[src/rtl/counter_pkg.sv]
// Shared constants and helpers for the counter family: direction encoding and
// a constant-foldable ceil(log2) used to size prescaler registers.
package counter_pkg;

    localparam logic DIR_UP   = 1'b1;
    localparam logic DIR_DOWN = 1'b0;

    // Smallest r with 2**r >= value; returns 0 for value <= 1.
    function automatic int unsigned clog2(input longint unsigned value);
        int unsigned     r;
        longint unsigned span;
        r    = 0;
        span = 1;
        while (span < value) begin
            span = span << 1;
            r    = r + 1;
        end
        return r;
    endfunction

endpackage

[src/rtl/tick_gen.sv]
// Prescaler: counts 0..DIV-1 (DIV = CLK_FREQ/TICK_HZ) and emits a registered
// one-cycle tick in the cycle after the count holds DIV-1.
module tick_gen
    import counter_pkg::*;
#(
    parameter int unsigned CLK_FREQ = 12000000,
    parameter int unsigned TICK_HZ  = 1
) (
    input  logic clk,
    input  logic rstn,
    input  logic clr,
    output logic tick
);

    localparam int unsigned DIV  = (TICK_HZ == 0) ? 0 : CLK_FREQ / TICK_HZ;
    localparam int unsigned CW   = (DIV > 1) ? clog2(DIV) : 1;
    localparam logic [CW-1:0] LAST = CW'(DIV - 1);

    if (DIV < 1) begin : g_bad_div
        $error("tick_gen: CLK_FREQ/TICK_HZ must be at least 1");
    end

    logic [CW-1:0] cnt_q, cnt_d;
    logic          tick_q, tick_d;

    always_comb begin
        cnt_d  = (cnt_q == LAST) ? '0 : cnt_q + CW'(1);
        tick_d = (cnt_q == LAST);
        if (clr) begin
            cnt_d  = '0;
            tick_d = 1'b0;
        end
    end

    always_ff @(posedge clk or negedge rstn) begin
        if (!rstn) begin
            cnt_q  <= '0;
            tick_q <= 1'b0;
        end else begin
            cnt_q  <= cnt_d;
            tick_q <= tick_d;
        end
    end

    assign tick = tick_q;

endmodule

[src/rtl/mod_counter.sv]
// Modulo up/down counter stepped by a prescaled tick, with clear/load priority.
// Define MOD_COUNTER_SATURATE_EN to hold at the bounds instead of wrapping.
module mod_counter
    import counter_pkg::*;
#(
    parameter int          WIDTH    = 4,
    parameter longint      MODULO   = 16,
    parameter int unsigned CLK_FREQ = 12000000,
    parameter int unsigned TICK_HZ  = 1
) (
    input  logic             clk,
    input  logic             rstn,
    input  logic             clr,
    input  logic             en,
    input  logic             up_dn,
    input  logic             load,
    input  logic [WIDTH-1:0] load_val,
    output logic [WIDTH-1:0] count,
    output logic [WIDTH-1:0] q_n,
    output logic             tc,
    output logic             wrap,
    output logic             tick
);

    localparam logic [WIDTH-1:0] MAX_VAL = WIDTH'(MODULO - 1);

    if (WIDTH < 1 || WIDTH > 32) begin : g_bad_width
        $error("mod_counter: WIDTH must be in 1..32");
    end
    if (MODULO < 2 || MODULO > (longint'(1) << WIDTH)) begin : g_bad_modulo
        $error("mod_counter: MODULO must be in 2..2**WIDTH");
    end

    logic [WIDTH-1:0] count_q, count_d;
    logic             wrap_q, wrap_d;
    logic             step;

    tick_gen #(
        .CLK_FREQ (CLK_FREQ),
        .TICK_HZ  (TICK_HZ)
    ) u_tick_gen (
        .clk  (clk),
        .rstn (rstn),
        .clr  (clr),
        .tick (tick)
    );

    assign step = tick & en;

    // clr beats load beats step; the losing actions are simply dropped.
    always_comb begin
        count_d = count_q;
        wrap_d  = 1'b0;
        if (clr) begin
            count_d = '0;
        end else if (load) begin
            count_d = (load_val > MAX_VAL) ? MAX_VAL : load_val;
        end else if (step) begin
            if (up_dn == DIR_UP) begin
                if (count_q == MAX_VAL) begin
`ifdef MOD_COUNTER_SATURATE_EN
                    count_d = MAX_VAL;
`else
                    count_d = '0;
                    wrap_d  = 1'b1;
`endif
                end else begin
                    count_d = count_q + WIDTH'(1);
                end
            end else begin
                if (count_q == '0) begin
`ifdef MOD_COUNTER_SATURATE_EN
                    count_d = '0;
`else
                    count_d = MAX_VAL;
                    wrap_d  = 1'b1;
`endif
                end else begin
                    count_d = count_q - WIDTH'(1);
                end
            end
        end
    end

    always_ff @(posedge clk or negedge rstn) begin
        if (!rstn) begin
            count_q <= '0;
            wrap_q  <= 1'b0;
        end else begin
            count_q <= count_d;
            wrap_q  <= wrap_d;
        end
    end

    assign count = count_q;
    assign q_n   = ~count_q;
    assign wrap  = wrap_q;
    assign tc    = ((up_dn == DIR_UP)   && (count_q == MAX_VAL)) ||
                   ((up_dn == DIR_DOWN) && (count_q == '0));

endmodule
[config.mk]
export PLATFORM = sky130hd
export DESIGN_NAME = mod_counter
export DESIGN_NICKNAME = d
export VERILOG_FILES = /design/src/rtl/counter_pkg.sv /design/src/rtl/tick_gen.sv /design/src/rtl/mod_counter.sv
export SDC_FILE = /design/constraint.sdc
export NUM_CORES = 1
export LEC_CHECK = 0
export BUFFER_PORTS_ARGS = -buffer_cell sky130_fd_sc_hd__buf_4
export CAP_MARGIN = 5
export CORE_MARGIN = 4
export CORE_UTILIZATION = 60
export CTS_CLUSTER_DIAMETER = 50
export DETAILED_ROUTE_END_ITERATION = 7
export GPL_ROUTABILITY_DRIVEN = 0
export GPL_TIMING_DRIVEN = 0
export HOLD_SLACK_MARGIN = 0.1
export PLACE_DENSITY = 0.78
export SLEW_MARGIN = 25
export SYNTH_ARGS = -nofsm -noshare
export SYNTH_HDL_FRONTEND = slang
export SYNTH_SLANG_ARGS = --single-unit
[constraint.sdc]
create_clock -name clk -period 2.85 [get_ports clk]
set_input_delay 0.285 -clock clk [delete_from_list [all_inputs] [get_ports clk]]
set_output_delay 0.285 -clock clk [all_outputs]
set_load 0.02 [all_outputs]
==> results of run 1 <==
-- stage by stage --
step	setup slack [ps]	power, mW	cells
final	567	0.767	236
after global routing	451	0.809	236
after CTS	560	0.778	236
after detailed placement	798	0.535	229
after global placement	829	0.531	229
after floorplan	842	0.492	180
-- registers in the layout, indices dropped and copies added, names as in the netlist --
signal            flops
u_tick_gen.tick       1
wrap                  1
u_tick_gen.cnt_q     24
count                 4
-- layout make-up --
class / count / area, um2
clock buffers: 6 / 51.3
plain buffers: 4 / 16.3
flip-flops and latches: 30 / 751
inverters: 11 / 41.3
repair buffers: 20 / 153
fillers: 186 / 653
multi-input cells: 135 / 865
well taps: 30 / 37.5
-- report_power, final --
| group | switching, mW | internal [mW] |
|---|---|---|
| Combinational | 0.0490 | 0.0343 |
| Clock | 0.129 | 0.111 |
| Sequential | 0.0115 | 0.432 |
-- critical path, stage by stage (launching register included) --
cell and delay (ps):
dfrtp_1 460, inv_1 150, ha_1 200, or4b_2 640, nand2_1 100, buf_4 140
-- worst max-delay path by stage --
| stage | startpoint | to | slack [ps] |
|---|---|---|---|
| floorplan | count[0] | tc | 840 |
| global placement | u_tick_gen.cnt_q[0] | u_tick_gen.cnt_q[3] | 830 |
| detailed placement | u_tick_gen.cnt_q[0] | u_tick_gen.cnt_q[2] | 800 |
| CTS | count[0] | tc | 560 |
| global route | count[0] | tc | 450 |
| finish | count[0] | tc | 570 |
-- cells by family after synthesis --
family                   after synthesis  share of synthesized area
AO/OA/AOI/OAI                         33                      0.124
XOR/XNOR                              14                     0.0733
adder cells (fa/ha/maj)                3                     0.0224
buffers and inverters                 15                     0.0344
flip-flops                            30                      0.449
multiplexers                           1                    0.00598
AND/OR/NAND/NOR                       84                      0.291
-- cell usage in the layout (no fill, tap or decap), types with 2 or more instances in the layout --
| cell | Yosys | final |
|---|---|---|
| nor2_1 | 20 | 20 |
| nand4_1 | 11 | 11 |
| o31ai_1 | 5 | 5 |
| ha_1 | 3 | 3 |
| nand2_1 | 11 | 11 |
| and4_1 | 4 | 4 |
| or4b_2 | 2 | 2 |
| dfrtp_1 | 30 | 30 |
| inv_1 | 11 | 11 |
| nor3_1 | 3 | 3 |
| clkbuf_4 | 0 | 5 |
| a21oi_1 | 12 | 12 |
| nor4_1 | 4 | 4 |
| buf_4 | 0 | 19 |
| xor2_1 | 6 | 6 |
| clkbuf_1 | 2 | 2 |
| or4_1 | 4 | 4 |
| nand3_1 | 10 | 10 |
| xnor2_1 | 8 | 8 |
| and3_1 | 2 | 2 |
| or3_1 | 4 | 4 |
| o21ai_0 | 7 | 7 |
-- routing by layer --
layer / global-route usage / vias to the layer above / share of wire
met1: 0.315 / 715 / 0.45
met2: 0.327 / 47 / 0.46
li1: - / 725 / -
met3: 0.0723 / 8 / 0.073
met5: 0 / - / 0
met4: 0.105 / 0 / 0.017
==> metrics.txt, run 1 <==
VDD IR max 0.000437 V; CTS sink count 30; share of cells above drive strength 1 0.155; Synth async-reset ratio 1.00; clock root buffer master clkbuf_4; number of vias in the routed layout 1495; hold_sp load; fin crit share 0.801; die height 60.8 um; ANT cells 0; die area 3700 um2; post-route antenna net violation count 0; Reg2Reg Setup Slack 740 ps; initial antenna violation count 0; crit path max fanout 7; reg2reg start u_tick_gen.cnt_q[0]; HPWL Detailed 2680 um; Ports 21; synthesis-to-finish area growth 14.4%; Synth area leader dfrtp_1; Final Hold Vio Count 0; drt total wl 3630 um; Slew Limit Fails 0; Slew headroom 0.630; CP Data Required Time 2570 ps; core area 2570 um2; CTS Hold Bufs 1; setup violators final 0; min-delay worst type input pin to register; Core Util, Final 0.746; clock latency at the later pin of the worst-skew pair 330 ps; first-pass GRT wire length 6130 um; Yosys top cell area share 0.449; Main synth FF type dfrtp_1; fin area 1910 um2; Synthesized Nets 193; setup tns final 0 ps; Final #Nets 220; H-Tree Depth 2; Cells after Synth 180; Max Fclk 438 MHz; Mapped Area 1670 um2; syn_area_per_cell 9.29 um2; register area share after synthesis 0.449; Initial Util 0.652; Clock Tree Buf Depth 2; critical path startpoint category register; #FFs+latches synth 30; Vias/cell 6.33; Post-synth EDFFs 0; Wirelength per Cell 15.4 um; drt drc 0; row count 18; fin crit period 2280 ps; Worst R2R Path Depth 6; top-count cell post-synth dfrtp_1; commonest cells in the netlist 30 x dfrtp_1, 20 x nor2_1, 12 x a21oi_1; RSZ-0062 raised after global routing no; number of global-route vias before repair 1349; hold endpoint wrap; CP Capture Type output pin; GRT Total Usage 0.228; Crit Path Category register to output pin; number of I/O port buffers 19; post-CTS setup buffers 0; CTS buffer count 5; PwrDens 401 nW/um2; largest cells by area after synthesis dfrtp_1 45%, nor2_1 4.5%, xnor2_1 4.2%, nand4_1 4.1%, a21oi_1 3.6%; Distinct cells, synth 41; status completed; pin slew with the least headroom to its limit 550 ps; WP data arrival 2000 ps; setup skew after layout 11.3 ps; largest net degree at the start of global routing 31; Worst-path clk slew 80 ps; post-place instance area 1850 um2; DR pass1 iterations 5; Hold Path Cell Cnt 2; Ys Warns 0; Resize count post-CTS 0; max-cap viol count 0; leakage 0.797 nW; CTS tree done; initial DRC count 114; grt ovf 0; Die W 60.8 um; reg-to-reg endpoint u_tick_gen.cnt_q[2]; hold slack 182 ps
Power figures use the tool's default switching activity.
==> inputs of run 2 (changes only) <==
--- a/config.mk
+++ b/config.mk
@@ -8,13 +8,13 @@
 export BUFFER_PORTS_ARGS = -buffer_cell sky130_fd_sc_hd__buf_4
 export CAP_MARGIN = 5
 export CORE_MARGIN = 4
-export CORE_UTILIZATION = 60
+export CORE_UTILIZATION = 51
 export CTS_CLUSTER_DIAMETER = 50
 export DETAILED_ROUTE_END_ITERATION = 7
 export GPL_ROUTABILITY_DRIVEN = 0
 export GPL_TIMING_DRIVEN = 0
 export HOLD_SLACK_MARGIN = 0.1
-export PLACE_DENSITY = 0.78
+export PLACE_DENSITY = 0.7
 export SLEW_MARGIN = 25
 export SYNTH_ARGS = -nofsm -noshare
 export SYNTH_HDL_FRONTEND = slang
==> constraint.sdc (replaced) <==
create_clock -name clk -period 1.85 [get_ports clk]
set_input_delay 0.185 -clock clk [delete_from_list [all_inputs] [get_ports clk]]
set_output_delay 0.185 -clock clk [all_outputs]
set_load 0.02 [all_outputs]
==> metrics.txt, run 2 (synthesized netlist as in run 1, its figures left out) <==
Worst Setup Slack, final -23.6 ps; DR pass1 iterations 4; fin area 2140 um2; max reg flops 24; setup skew after layout 14.0 ps; combinational fraction of design power 0.140; die height 65.3 um; leakage 0.897 nW; Final Hold Vio Count 0; CP Data Required Time 1660 ps; CTS tree done; post-route antenna net violation count 0; Vias/cell 5.93; clock root buffer master clkbuf_4; die area 4260 um2; VDD IR max 0.000403 V; grt ovf 0; CTS buffer count 5; ANT cells 0; Hold Path Cell Cnt 3; RSZ-0062 raised after global routing yes; number of vias in the routed layout 1600; HPWL Detailed 2810 um; M3 GR Usage 0.0598; max-cap viol count 0; Crit-path slowest cell or4b_4; failing checks negative setup slack; H-Tree Depth 2; core area 3100 um2; Final #Nets 238; pin slew with the least headroom to its limit 542 ps; area occupied by multi-input gates 898 um2; fin crit period 1870 ps; GRT Total Usage 0.212; Die W 65.3 um; switching part of the total 0.271; drt total wl 4180 um; initial DRC count 183; drt drc 0; row count 20; hold slack 112 ps; Worst R2R Path Depth 5; initial antenna violation count 0; largest register by flop count u_tick_gen.cnt_q; min-delay worst type input pin to register; Ports 21; Slew Limit Fails 0; critical path startpoint category register; Sequential Area 758 um2; synthesis-to-finish area growth 27.7%; highest-count cells in the layout ignoring fill and taps 36 x buf_4, 24 x dfrtp_1, 20 x nor2_1; Wirelength per Cell 15.5 um; crit path max fanout 3; M1 GR Usage 0.266; gr busiest metal met2; grt met2 use 0.336; Clock Tree Buf Depth 2; # fillers 250; clock latency at the later pin of the worst-skew pair 330 ps; WP data arrival 1690 ps; sw power 0.331 mW; CTS sink count 30; clock group share of total power 0.302; fin crit share 1.01; Worst-path clk slew 100 ps; setup violators final 1; first-pass GRT wire length 6980 um; number of global-route vias before repair 1533; CP Capture Type output pin; Seq pwr share 0.558; Slew headroom 0.636; PwrDens 572 nW/um2; slowest stage delay, CP 490 ps; largest net degree at the start of global routing 31; P_int 0.892 mW; number of I/O port buffers 19; Max Fclk 534 MHz; post-place instance area 1880 um2; CP cell instances inv_4 -> ha_4 -> or4b_4 -> nand2_2 -> buf_6; Crit Path Category register to output pin; status finished with violations; Initial Util 0.539; Reg2Reg Setup Slack 0 ps; most common cell after layout, fill and taps aside buf_4; share of cells above drive strength 1 0.288
[run 2: cell type report]
class / count / area share
tap: 44 / 0.0258
multi-input combinational: 135 / 0.420
buffer: 4 / 0.0158
inverter: 11 / 0.0217
clock inverter: 2 / 0.00468
sequential: 30 / 0.355
timing repair buffer: 38 / 0.138
clock buffer: 6 / 0.0193
[run 2: path summary, 6_finish.rpt]
kind	from	end
worst max-delay path	count[1]	tc
worst min-delay path	load_val[1]	count[1]
worst max register to register	count[1]	count[3]
worst min register to register	u_tick_gen.cnt_q[23]	u_tick_gen.cnt_q[23]
max in group asynchronous	rstn	count[0]
min in group asynchronous	rstn	u_tick_gen.cnt_q[18]
[run 2: routing by layer]
| metal | wire length (um) | vias to the layer above |
|---|---|---|
| met2 | 2040 | 58 |
| met3 | 260 | 13 |
| met1 | 1790 | 769 |
| li1 | - | 760 |
| met4 | 91 | 0 |
| met5 | 0 | - |
[run 2: power groups by stage]
stage / registers (mW) / logic, mW / clock network, mW
2_1_floorplan: 0.701 / 0.0598 / 0
3_5_place_dp: 0.699 / 0.130 / 0
4_1_cts: 0.682 / 0.146 / 0.388
3_3_place_gp: 0.697 / 0.125 / 0
5_1_grt: 0.685 / 0.188 / 0.421
6_report: 0.683 / 0.171 / 0.369
[run 2: timing repair]
item                                    in CTS  in global routing
hold endpoints to repair                    32                  0
pin swaps                                    1                  7
hold buffers                                 2                  0
gates resized for setup                     11                 12
endpoints found under the setup margin      24                 23
buffers inserted                             4                 13
[run 2: worst max-delay path: cells and delay by family (launching register included)]
kind,cells,cell delay (ps)
simple gates,2,590
flops,1,440
fa+ha+maj,1,140
buf+inv,2,190
[run 2: per-stage QoR]
stage                     std cells  power (mW)  TNS (ps)  utilization  setup slack (ps)
after floorplan                 180       0.761         0            -              15.1
after global placement          243       0.822     -2740        0.605              -183
after detailed placement        243       0.828     -4140        0.605              -238
after CTS                       257        1.22     -49.5        0.646             -49.5
after global routing            270        1.29      -149        0.689             -83.4
final                           270        1.22     -23.6        0.689             -23.6
==> inputs of run 3 (changes only) <==
--- a/config.mk
+++ b/config.mk
@@ -8,13 +8,13 @@
 export BUFFER_PORTS_ARGS = -buffer_cell sky130_fd_sc_hd__buf_4
 export CAP_MARGIN = 5
 export CORE_MARGIN = 4
-export CORE_UTILIZATION = 51
+export CORE_UTILIZATION = 40
 export CTS_CLUSTER_DIAMETER = 50
 export DETAILED_ROUTE_END_ITERATION = 7
 export GPL_ROUTABILITY_DRIVEN = 0
 export GPL_TIMING_DRIVEN = 0
 export HOLD_SLACK_MARGIN = 0.1
-export PLACE_DENSITY = 0.7
+export PLACE_DENSITY = 0.57
 export SLEW_MARGIN = 25
 export SYNTH_ARGS = -nofsm -noshare
 export SYNTH_HDL_FRONTEND = slang
==> metrics.txt, run 3 (synthesized netlist as in run 1, its figures left out) <==
Final Instance Count excl. Fillers 268; Crit-path slowest cell or4_4; clock group share of total power 0.366; number of global-route vias before repair 1530; max reg flops 24; Initial Util 0.415; PwrDens 623 nW/um2; combinational fraction of design power 0.119; row count 23; max-cap viol count 0; Slew headroom 0.677; leakage 0.872 nW; Reg2Reg Setup Slack 20 ps; post-route antenna net violation count 0; min-delay worst type input pin to register; drt total wl 4170 um; CP cell instances nand4_1 -> or4_4 -> or4_4 -> a21oi_2; critical path startpoint category register; Worst R2R Path Depth 4; WP data arrival 2040 ps; setup skew after layout 1.68 ps; fin crit period 1830 ps; Seq pwr share 0.514; Clock Tree Buf Depth 2; RSZ-0062 raised after global routing yes; Hold Path Cell Cnt 2; slowest stage delay, CP 560 ps; Die W 72.7 um; die area 5280 um2; post-place instance area 1890 um2; Slew Limit Fails 0; drt drc 0; hold_sp load; sw power 0.333 mW; Worst path most repeated cell or4_4; hold endpoint wrap; Vias/cell 5.71; Max Used Layer met4; met1 WL 1780 um; initial DRC count 79; Worst-path clk slew 60 ps; core area 4030 um2; fin area 2140 um2; crit path max fanout 6; Max Fclk 546 MHz; reg-to-reg endpoint u_tick_gen.cnt_q[23]; fin crit share 0.990; die height 72.7 um; DR pass1 iterations 4; Wirelength per Cell 15.5 um; first-pass GRT wire length 6960 um; CP Capture Type register; setup violators final 0; clock latency at the later pin of the worst-skew pair 280 ps; status completed; Placed Cells incl. Taps 249; pin slew with the least headroom to its limit 480 ps; ANT cells 0; met2 WL 2020 um; highest-count cells in the layout ignoring fill and taps 29 x buf_4, 24 x dfrtp_1, 20 x nor2_1; GRT Total Usage 0.169; grt ovf 0; switching part of the total 0.250; CP Data Required Time 2060 ps; CTS buffer count 5; share of cells above drive strength 1 0.275; CTS tree done; number of I/O port buffers 19; reg2reg start u_tick_gen.cnt_q[16]; H-Tree Depth 2; most common cell after layout, fill and taps aside buf_4; Crit Path Category register to register; Final #Nets 231; VDD IR max 0.000307 V; P_int 0.999 mW; synthesis-to-finish area growth 27.8%; HPWL Detailed 2860 um; largest net degree at the start of global routing 31; clock root buffer master clkbuf_8; met3 wire length 264 um; largest register by flop count u_tick_gen.cnt_q; number of vias in the routed layout 1529; Final Hold Vio Count 0; initial antenna violation count 0; CTS sink count 30; Ports 21
run 3: power by group through the flow:
stage | clock network (mW) | logic, mW | registers, mW
finish | 0.488 | 0.159 | 0.685
global placement | 0 | 0.127 | 0.697
floorplan | 0 | 0.0598 | 0.701
global route | 0.543 | 0.175 | 0.687
CTS | 0.505 | 0.142 | 0.684
detailed placement | 0 | 0.129 | 0.699
run 3: repair_timing:
item                                    CTS  global route
hold buffers                              1             0
setup buffers                             2             9
endpoints found under the hold margin    30             0
resized for setup                        10            20
pin swaps                                 0             6
endpoints found under the setup margin   24            23
run 3: worst max-delay path by stage:
stage,depth (start not counted),end,startpoint,slack (ps)
2_1_floorplan,6,count[0],count[0],20
5_1_grt,4,u_tick_gen.cnt_q[23],u_tick_gen.cnt_q[16],-20
3_5_place_dp,6,u_tick_gen.cnt_q[8],u_tick_gen.cnt_q[0],-270
3_3_place_gp,6,u_tick_gen.cnt_q[5],u_tick_gen.cnt_q[0],-210
4_1_cts,6,u_tick_gen.cnt_q[8],u_tick_gen.cnt_q[0],3
6_report,4,u_tick_gen.cnt_q[23],u_tick_gen.cnt_q[16],20
run 3: critical path: cells and delay by family (launching register included):
| kind | cells | cell delay [ps] |
|---|---|---|
| AOI/OAI and AO/OA | 1 | 120 |
| DFF | 1 | 430 |
| and+or+nand+nor | 3 | 1220 |
run 3: per-layer routing:
| metal | global-route usage | vias to the layer above |
|---|---|---|
| li1 | - | 741 |
| met3 | 0.0399 | 12 |
| met4 | 0.0820 | 0 |
| met5 | 0 | - |
| met2 | 0.284 | 52 |
| met1 | 0.203 | 724 |
run 3: final cells by class:
type                            count  area (um2)
Tap cell                           50        62.6
Buffer                              4        37.5
Timing Repair Buffer               31         239
Fill cell                         393        1890
Inverter                           11        46.3
Multi-Input combinational cell    135         918
Sequential cell                    30         758
Clock buffer                        7        76.3
run 3: per-stage QoR:
| stage | total power, mW | setup slack [ps] | hold slack (ps) | TNS [ps] | utilization |
|---|---|---|---|---|---|
| finish | 1.33 | 18.0 | 145 | 0 | 0.531 |
| global route | 1.40 | -17.9 | 142 | -17.9 | 0.531 |
| CTS | 1.33 | 2.53 | 137 | 0 | 0.499 |
| detailed placement | 0.828 | -270 | 143 | -5280 | 0.468 |
| global placement | 0.824 | -213 | 133 | -4050 | 0.468 |
| floorplan | 0.761 | 15.1 | -111 | 0 | - |
